File: config.mk
export PLATFORM = sky130hd
export DESIGN_NAME = glyph_plotter
export DESIGN_NICKNAME = d
export VERILOG_FILES = /design/src/rtl/glyph_plotter.sv
export SDC_FILE = /design/constraint.sdc
export NUM_CORES = 1
export LEC_CHECK = 0
export ABC_AREA = 1
export CAP_MARGIN = 0
export CELL_PAD_IN_SITES_DETAIL_PLACEMENT = 1
export CELL_PAD_IN_SITES_GLOBAL_PLACEMENT = 2
export CORE_MARGIN = 2
export CORE_UTILIZATION = 30
export DETAILED_ROUTE_END_ITERATION = 12
export GPL_ROUTABILITY_DRIVEN = 0
export PLACE_DENSITY_LB_ADDON = 0.2
export SLEW_MARGIN = 20
export SYNTH_ARGS = -nofsm -noshare
export SYNTH_HDL_FRONTEND = slang
export SYNTH_SLANG_ARGS = --single-unit
File: constraint.sdc
create_clock -name clock -period 2.9 [get_ports clock]
set_input_delay 0.435 -clock clock [delete_from_list [all_inputs] [get_ports clock]]
set_output_delay 0.435 -clock clock [all_outputs]
set_load 0.05 [all_outputs]
File: src/rtl/glyph_plotter.sv
`default_nettype none
// ============================================================================
// Module      : glyph_plotter
// Description : Renders one text cell from a synchronous font ROM into a
//               stream of single-pixel x/y/colour/plot writes, with edge clip.
// Revision    : 1.0 - initial release
// ============================================================================
module glyph_plotter #(
  parameter int X_W      = 9,
  parameter int Y_W      = 8,
  parameter int COLOUR_W = 3,
  parameter int GLYPH_W  = 8,
  parameter int GLYPH_H  = 8,
  parameter int CODE_W   = 7,
  parameter int MAX_X    = 320,
  parameter int MAX_Y    = 240,
  localparam int ROW_LOG = $clog2(GLYPH_H),
  localparam int ADDR_W  = CODE_W + ROW_LOG
) (
  input  logic                clock,
  input  logic                resetn,
  input  logic                req_valid,
  output logic                req_ready,
  input  logic [CODE_W-1:0]   req_code,
  input  logic [X_W-1:0]      req_x,
  input  logic [Y_W-1:0]      req_y,
  input  logic [COLOUR_W-1:0] req_fg,
  input  logic [COLOUR_W-1:0] req_bg,
  input  logic                req_opaque,
  output logic                font_rd,
  output logic [ADDR_W-1:0]   font_addr,
  input  logic [GLYPH_W-1:0]  font_q,
  output logic [X_W-1:0]      vga_x,
  output logic [Y_W-1:0]      vga_y,
  output logic [COLOUR_W-1:0] vga_colour,
  output logic                vga_plot,
  output logic                done
);

  localparam int ROW_W = (ROW_LOG > 0) ? ROW_LOG : 1;
  localparam int COL_W = (GLYPH_W > 1) ? $clog2(GLYPH_W) : 1;
  localparam logic [ROW_W-1:0] C_ROW_LAST = ROW_W'(GLYPH_H - 1);
  localparam logic [COL_W-1:0] C_COL_LAST = COL_W'(GLYPH_W - 1);

  typedef enum logic [2:0] {
    S_IDLE  = 3'd0,
    S_FETCH = 3'd1,
    S_WAIT  = 3'd2,
    S_DRAW  = 3'd3,
    S_DONE  = 3'd4
  } state_t;

  state_t r_state;
  state_t w_next;

  logic [CODE_W-1:0]   r_code;
  logic [X_W-1:0]      r_x;
  logic [Y_W-1:0]      r_y;
  logic [COLOUR_W-1:0] r_fg;
  logic [COLOUR_W-1:0] r_bg;
  logic                r_opaque;
  logic [ROW_W-1:0]    r_row;
  logic [COL_W-1:0]    r_col;
  logic [GLYPH_W-1:0]  r_shift;

  logic                w_col_last;
  logic                w_row_last;
  logic [X_W:0]        w_sum_x;
  logic [Y_W:0]        w_sum_y;
  logic                w_clip;
  logic                w_bit;

  assign w_col_last = (r_col == C_COL_LAST);
  assign w_row_last = (r_row == C_ROW_LAST);

  always_ff @(posedge clock or negedge resetn) begin
    if (!resetn) begin
      r_state <= S_IDLE;
    end else begin
      r_state <= w_next;
    end
  end

  always_comb begin
    w_next = r_state;
    case (r_state)
      S_IDLE:  if (req_valid) w_next = S_FETCH;
      S_FETCH: w_next = S_WAIT;
      S_WAIT:  w_next = S_DRAW;
      S_DRAW:  if (w_col_last) w_next = w_row_last ? S_DONE : S_FETCH;
      S_DONE:  w_next = S_IDLE;
      default: w_next = S_IDLE;
    endcase
  end

  always_ff @(posedge clock or negedge resetn) begin
    if (!resetn) begin
      r_code   <= '0;
      r_x      <= '0;
      r_y      <= '0;
      r_fg     <= '0;
      r_bg     <= '0;
      r_opaque <= 1'b0;
      r_row    <= '0;
      r_col    <= '0;
      r_shift  <= '0;
    end else begin
      case (r_state)
        S_IDLE: begin
          if (req_valid) begin
            r_code   <= req_code;
            r_x      <= req_x;
            r_y      <= req_y;
            r_fg     <= req_fg;
            r_bg     <= req_bg;
            r_opaque <= req_opaque;
            r_row    <= '0;
          end
        end
        S_WAIT: begin
          r_shift <= font_q;
          r_col   <= '0;
        end
        S_DRAW: begin
          r_shift <= r_shift << 1;
          r_col   <= r_col + COL_W'(1);
          if (w_col_last && !w_row_last) r_row <= r_row + ROW_W'(1);
        end
        default: ;
      endcase
    end
  end

  // Sums keep one extra bit so a wrap past the port width still clips.
  assign w_sum_x = {1'b0, r_x} + (X_W+1)'(r_col);
  assign w_sum_y = {1'b0, r_y} + (Y_W+1)'(r_row);
  assign w_clip  = (32'(w_sum_x) >= 32'(MAX_X)) || (32'(w_sum_y) >= 32'(MAX_Y));
  assign w_bit   = r_shift[GLYPH_W-1];

  assign vga_x      = w_sum_x[X_W-1:0];
  assign vga_y      = w_sum_y[Y_W-1:0];
  assign vga_colour = w_bit ? r_fg : r_bg;
  assign vga_plot   = (r_state == S_DRAW) && !w_clip && (w_bit || r_opaque);

  assign font_rd   = (r_state == S_FETCH);
  assign font_addr = (ADDR_W'(r_code) << ROW_LOG) | ADDR_W'(r_row);
  assign done      = (r_state == S_DONE);
  assign req_ready = (r_state == S_IDLE);

endmodule
`default_nettype wire

==> results of run 1 <==
Yosys cell counts (all sizes together):
cell	n	area [um^2]
xnor2	3	26.28
mux2	22	330.3
nand2	72	280.3
dfrtp	48	1201
fa	2	40.04
xor2	3	26.28
or2	2	12.52
ha	10	125.1
buf	6	48.79
a21oi	12	60.06
a22o	1	8.760
nand3	20	100.1
inv	34	127.6
o211ai	2	15.01
a22oi	1	7.510
nor3	2	10.01
o21bai	1	11.26
nor2	24	97.60
o21ai	9	45.04
nand3b	2	15.01
layer usage:
metal | vias to the layer above | share of wire, % | routed length, um
li1 | 1042 | - | -
met1 | 1004 | 46 | 2848
met2 | 52 | 49 | 2999
met3 | 2 | 5.1 | 317
met4 | 0 | 0.27 | 17
met5 | - | 0 | 0
power by group through the flow:
stage	registers (mW)	clock network, mW	logic [mW]
after floorplan	0.683	0	0.00269
after global placement	0.684	0	0.0752
after detailed placement	0.684	0	0.0754
after CTS	0.671	0.440	0.0756
after global routing	0.671	0.471	0.0811
final	0.670	0.417	0.0732
area by class of cell:
type / instances / area [um^2]
fillers: 959 / 4740
multi-input cells: 188 / 1224
flip-flops and latches: 48 / 1201
repair buffers: 79 / 785.8
well taps: 105 / 131.4
inverters: 34 / 127.6
clock buffers: 8 / 90.09
critical path, cell delays in order, from the launching register on:
cell             delay, ns
dfrtp_1               0.42
ha_1                  0.40
nand3_1               0.10
nand3_1               0.14
xor2_1                0.16
clkdlybuf4s50_1       0.81
path summary, 6_finish.rpt:
check                           depth (start not counted)                      to                    from
worst max-delay path                                    5                vga_y[3]    r_row[2]$_DFFE_PN0P_
worst min-delay path                                    1  r_shift[4]$_DFFE_PN0P_                  resetn
worst max register to register                          7    r_row[1]$_DFFE_PN0P_  r_state[0]$_DFFE_PN0P_
worst min register to register                          2  r_shift[6]$_DFFE_PN0P_  r_shift[5]$_DFFE_PN0P_
max in group asynchronous                               2  r_shift[7]$_DFFE_PN0P_                  resetn
min in group clock                                      2  r_shift[6]$_DFFE_PN0P_  r_shift[5]$_DFFE_PN0P_
cell usage in the layout, fill, tap and decap left out, drive strengths merged, types with 2 or more instances in the layout:
cell and instances:
dlymetal6s2s 3, nor3 2, xor2 3, nand3 20, or2 2, o211ai 2
dfrtp 48, fa 2, xnor2 3, clkbuf 8, nor2 24, clkdlybuf4s50 62
ha 10, buf 14, nand2 72, a21oi 12, nand3b 2, inv 34
o21ai 9, mux2 22
registers in the layout, indices dropped and copies added, names as in the netlist:
signal / cells
r_state: 3
r_opaque: 1
r_fg: 3
r_x: 9
r_code: 7
r_y: 8
r_shift: 8
r_col: 3
r_row: 3
r_bg: 3
repair_timing:
item / CTS / global route
buffers inserted: 0 / 2
hold buffers: 0 / 0
endpoints found under the setup margin: 0 / 4
gates resized for setup: 0 / 7
cells by family after synthesis:
family                   after synthesis  synth area share (%)
AO/OA/AOI/OAI                         26                 5.703
adder cells (fa/ha/maj)               12                 6.380
buffers and inverters                 40                 6.815
AND/OR/NAND/NOR                      122                 19.91
multiplexers                          22                 12.76
flip-flops                            48                 46.40
XOR/XNOR                               6                 2.030
==> results_dict.tcl, run 1 <==
set metrics [dict create \
    drc 0 \
    root_buffer "clkbuf_8" \
    grt_pass1_vias 2268 \
    setup_tns_ns 0 \
    drive_gt1_share_pct 16.53 \
    grt_pass1_wl_um 10650 \
    fin_ws_ns 0.1392 \
    criticalPathCategory "flip-flop to output pin" \
    power_frac_seq_pct 57.8 \
    start_kind "flip-flop" \
    skew_ns 0.003037 \
    syn_area_per_cell_um2 9.379 \
    core-area_mm2 0.008299 \
    grt_max_degree 42 \
    busiest_layer "met2" \
    swShare_pct 21.25 \
    period_share_pct 95.20 \
    antenna_left 0 \
    fin_hold_ws_ns 0.07939 \
    design_area_mm2 0.003560 \
    p_comb_share_pct 6.3 \
    h-tree-depth 2 \
    clk_pin_slew_ns 0.09 \
    relSlewSlack_pct 57.17 \
    grt.met1_usage_pct 17.43 \
    via_per_inst 4.545 \
    cts_made_buffers 5 \
    die_x_um 96.89 \
    min_period_ns 2.761 \
    grt_use_total_pct 13.81 \
    synth_area_mm2 0.002589 \
    fin_cells 462 \
    timing.final.hold_violations 0 \
    die_h_um 96.89 \
    drv_slew 0 \
    ys_warn_count 0 \
    final-setup-viol-count 0 \
    area_delta_synth_final_pct 37.51 \
    clockPowerShare_pct 35.9 \
    ys_ff_latch 48 \
    cp_max_fo 6 \
    hold_class "input port to asynchronous set/reset pin" \
    max_cap_viol_count 0 \
    p_leak_nw 1.813 \
    io_pins 76 \
    synth_nets 330 \
    crit_path_end_kind "output pin" \
    power.internal_mw 0.9138 \
    dp_worst_setup_slack_ns 0.3570 \
    dieArea_mm2 0.009388 \
    dpl.cell_count 452 \
    status "complete, no violations" \
    syn_inst 276 \
    dr.pass1.iters 4 \
    wl_per_cell_um 13.38 \
    seq_area_frac_synth_pct 46.40 \
    num_rows 33 \
    vias 2100 \
    dr.first_iter.drc_count 33 \
    finalCoreUtilization_pct 42.89 \
    reg2reg_setup_slack_ns 1.22 \
    cts_num_sinks 48 \
    power_mw 1.160 \
    dpl.hpwl_um 4655 \
    gr-total-overflow 0 \
    p_switching_mw 0.2466 \
    fin_nets 410 \
    worstMarginPinSlew_ns 0.6424 \
    place_area_mm2 0.003437 \
    powerDensity_mw_per_mm2 326.0 \
    clock_path_buffers 2 \
    clock_latency_ns 0.29 \
    routed_wl_um 6182 \
    ys_types 27 \
    fmax_mhz 362.2 \
    start_util_pct 31.19 \
    cp.arrival_ns 2.33 \
    grtUsageMet2_pct 23.82 \
    antenna_cells 0 \
    cp.required_ns 2.47 \
    io_buffers 75 \
    antenna_found_initial 0 \
    vdd.ir_drop.worst_v 0.0001613 \
    cts_tree "yes" \
    grtUsageMet3_pct 3.829 \
]
Note: power is estimated with default switching activity, not from simulation.
==> run 2: changes to the inputs <==
--- a/config.mk
+++ b/config.mk
@@ -9,6 +9,7 @@
 export CAP_MARGIN = 0
 export CELL_PAD_IN_SITES_DETAIL_PLACEMENT = 1
 export CELL_PAD_IN_SITES_GLOBAL_PLACEMENT = 2
+export CORE_ASPECT_RATIO = 1.5
 export CORE_MARGIN = 2
 export CORE_UTILIZATION = 30
 export DETAILED_ROUTE_END_ITERATION = 12
==> run 2 against run 1 <==
Count of clock-buffer cells in the layout down 2. Cell count increased by 1.1%. Sequential cell count did not move. Worst setup slack improved by 0.010 ns. Maximum frequency grew 0.37%. Largest power group unchanged.
==> results_dict.tcl, run 2 (synthesis results as in run 1) <==
set metrics [dict create \
    status "complete, no violations" \
    hold_buffers 0 \
    root_buffer "clkbuf_16" \
    fin_ws_ns 0.1495 \
    start_util_pct 30.77 \
    dr.first_iter.drc_count 50 \
    crit_path_end_kind "output pin" \
    cts_num_sinks 48 \
    cp_max_fo 4 \
    fmax_mhz 363.6 \
    antenna_found_initial 0 \
    grt_pass1_wl_um 11240 \
    num_rows 41 \
    fin_nets 413 \
    vias 2139 \
    clock_latency_ns 0.28 \
    place_area_mm2 0.003442 \
    clock_path_buffers 2 \
    top_regs "r_x: 9 flops, r_shift: 8 flops, r_y: 8 flops" \
    grt_use_total_pct 15.28 \
    rr_startpoint "r_state[0]$_DFFE_PN0P_" \
    dpl.hpwl_um 5092 \
    drc 0 \
    period_share_pct 94.84 \
    dieArea_mm2 0.009403 \
    fin_cells 467 \
    crit_chain "ha_1 > a21oi_1 > nand2_1 > xor2_1 > clkdlybuf4s50_1" \
    antenna_left 0 \
    finalCoreUtilization_pct 43.46 \
    dpl.cell_count 455 \
    gr-total-overflow 0 \
    wl_per_cell_um 14.30 \
    start_kind "flip-flop" \
    core-area_mm2 0.008413 \
    relSlewSlack_pct 50.49 \
    cp.required_ns 2.47 \
    max_cap_viol_count 0 \
    die_x_um 79.85 \
    grt_max_degree 42 \
    p_leak_nw 1.863 \
    min_period_ns 2.750 \
    rr_worst_depth 7 \
    setup_tns_ns 0 \
    via_per_inst 4.580 \
    design_area_mm2 0.003656 \
    cp_slowest_stage_delay_ns 0.82 \
    crit_slowest_cell "clkdlybuf4s50_1" \
    cp.arrival_ns 2.32 \
    criticalPathCategory "flip-flop to output pin" \
    final-setup-viol-count 0 \
    dr.pass1.iters 3 \
    routed_wl_um 6680 \
    vdd.ir_drop.worst_v 0.0002578 \
    largest-register "r_x" \
    cts_tree "yes" \
    cts_made_buffers 5 \
    drive_gt1_share_pct 18.06 \
    clk_pin_slew_ns 0.06 \
    reg2reg_setup_slack_ns 1.18 \
    powerDensity_mw_per_mm2 381.1 \
    layout_commonest_cell "nand2_1" \
    worstMarginPinSlew_ns 0.7427 \
    antenna_cells 0 \
    largest_reg_flops 9 \
    drv_slew 0 \
    timing.final.hold_violations 0 \
    io_pins 76 \
    r2r-end "r_row[1]$_DFFE_PN0P_" \
    hold_class "input port to asynchronous set/reset pin" \
    die_h_um 117.8 \
    area_delta_synth_final_pct 41.23 \
    h-tree-depth 2 \
    layout_common_cells "nand2_1, clkdlybuf4s50_1, dfrtp_1" \
    skew_ns 0.002929 \
    grt_pass1_vias 2341 \
    io_buffers 75 \
    dp_worst_setup_slack_ns 0.3651 \
]
[run 2: worst max path at each step]
stage | start | endpoint | cells past startpoint
3_5_place_dp | r_col[0]$_DFFE_PN0P_ | vga_plot | 11
2_1_floorplan | r_col[0]$_DFFE_PN0P_ | vga_plot | 10
5_1_grt | r_col[0]$_DFFE_PN0P_ | vga_plot | 11
6_report | r_col[2]$_DFFE_PN0P_ | vga_x[3] | 5
3_3_place_gp | r_col[0]$_DFFE_PN0P_ | vga_plot | 11
4_1_cts | r_col[0]$_DFFE_PN0P_ | vga_plot | 11
[run 2: critical path, delay by kind of cell, from the launching register on]
family          cells  cell delay, ns
compound gates      1            0.17
buf+inv             1            0.82
flops               1            0.40
simple gates        1            0.14
xor+xnor            1            0.16
fa+ha+maj           1            0.35
[run 2: metal layers]
layer	routed length, um	vias up	share of wire (%)	GRT usage [%]
met4	45	0	0.67	3.814
met1	2631	1042	39	17.21
li1	-	1052	-	-
met2	3733	43	56	28.52
met5	0	-	0	0
met3	269	2	4.0	3.221
[run 2: layout make-up]
| type | instances | area, um^2 |
|---|---|---|
| fill | 1004 | 4757 |
| inverter | 34 | 127.6 |
| multi-input combinational | 188 | 1231 |
| sequential | 48 | 1201 |
| timing repair buffer | 82 | 798.3 |
| tap | 107 | 133.9 |
| clock inverter | 2 | 35.03 |
| clock buffer | 6 | 128.9 |
[run 2: power breakdown]
group | internal, mW | switching (mW)
clock | 0.406 | 0.242
sequential | 0.670 | 0.00102
combinational | 0.0503 | 0.0244
[run 2: metrics by stage]
stage / power, mW / hold WS (ns)
after floorplan: 0.6862 / 0.1394
after global placement: 0.7599 / 0.4608
after detailed placement: 0.7605 / 0.4747
after CTS: 1.421 / 0.2362
after global routing: 1.457 / 0.2637
final: 1.393 / 0.2120
[run 2: timing repair]
action	CTS	global route
buffers inserted	0	4
cloned	0	0
resized for setup	0	6
pin swaps	1	1
setup endpoints to repair	1	2
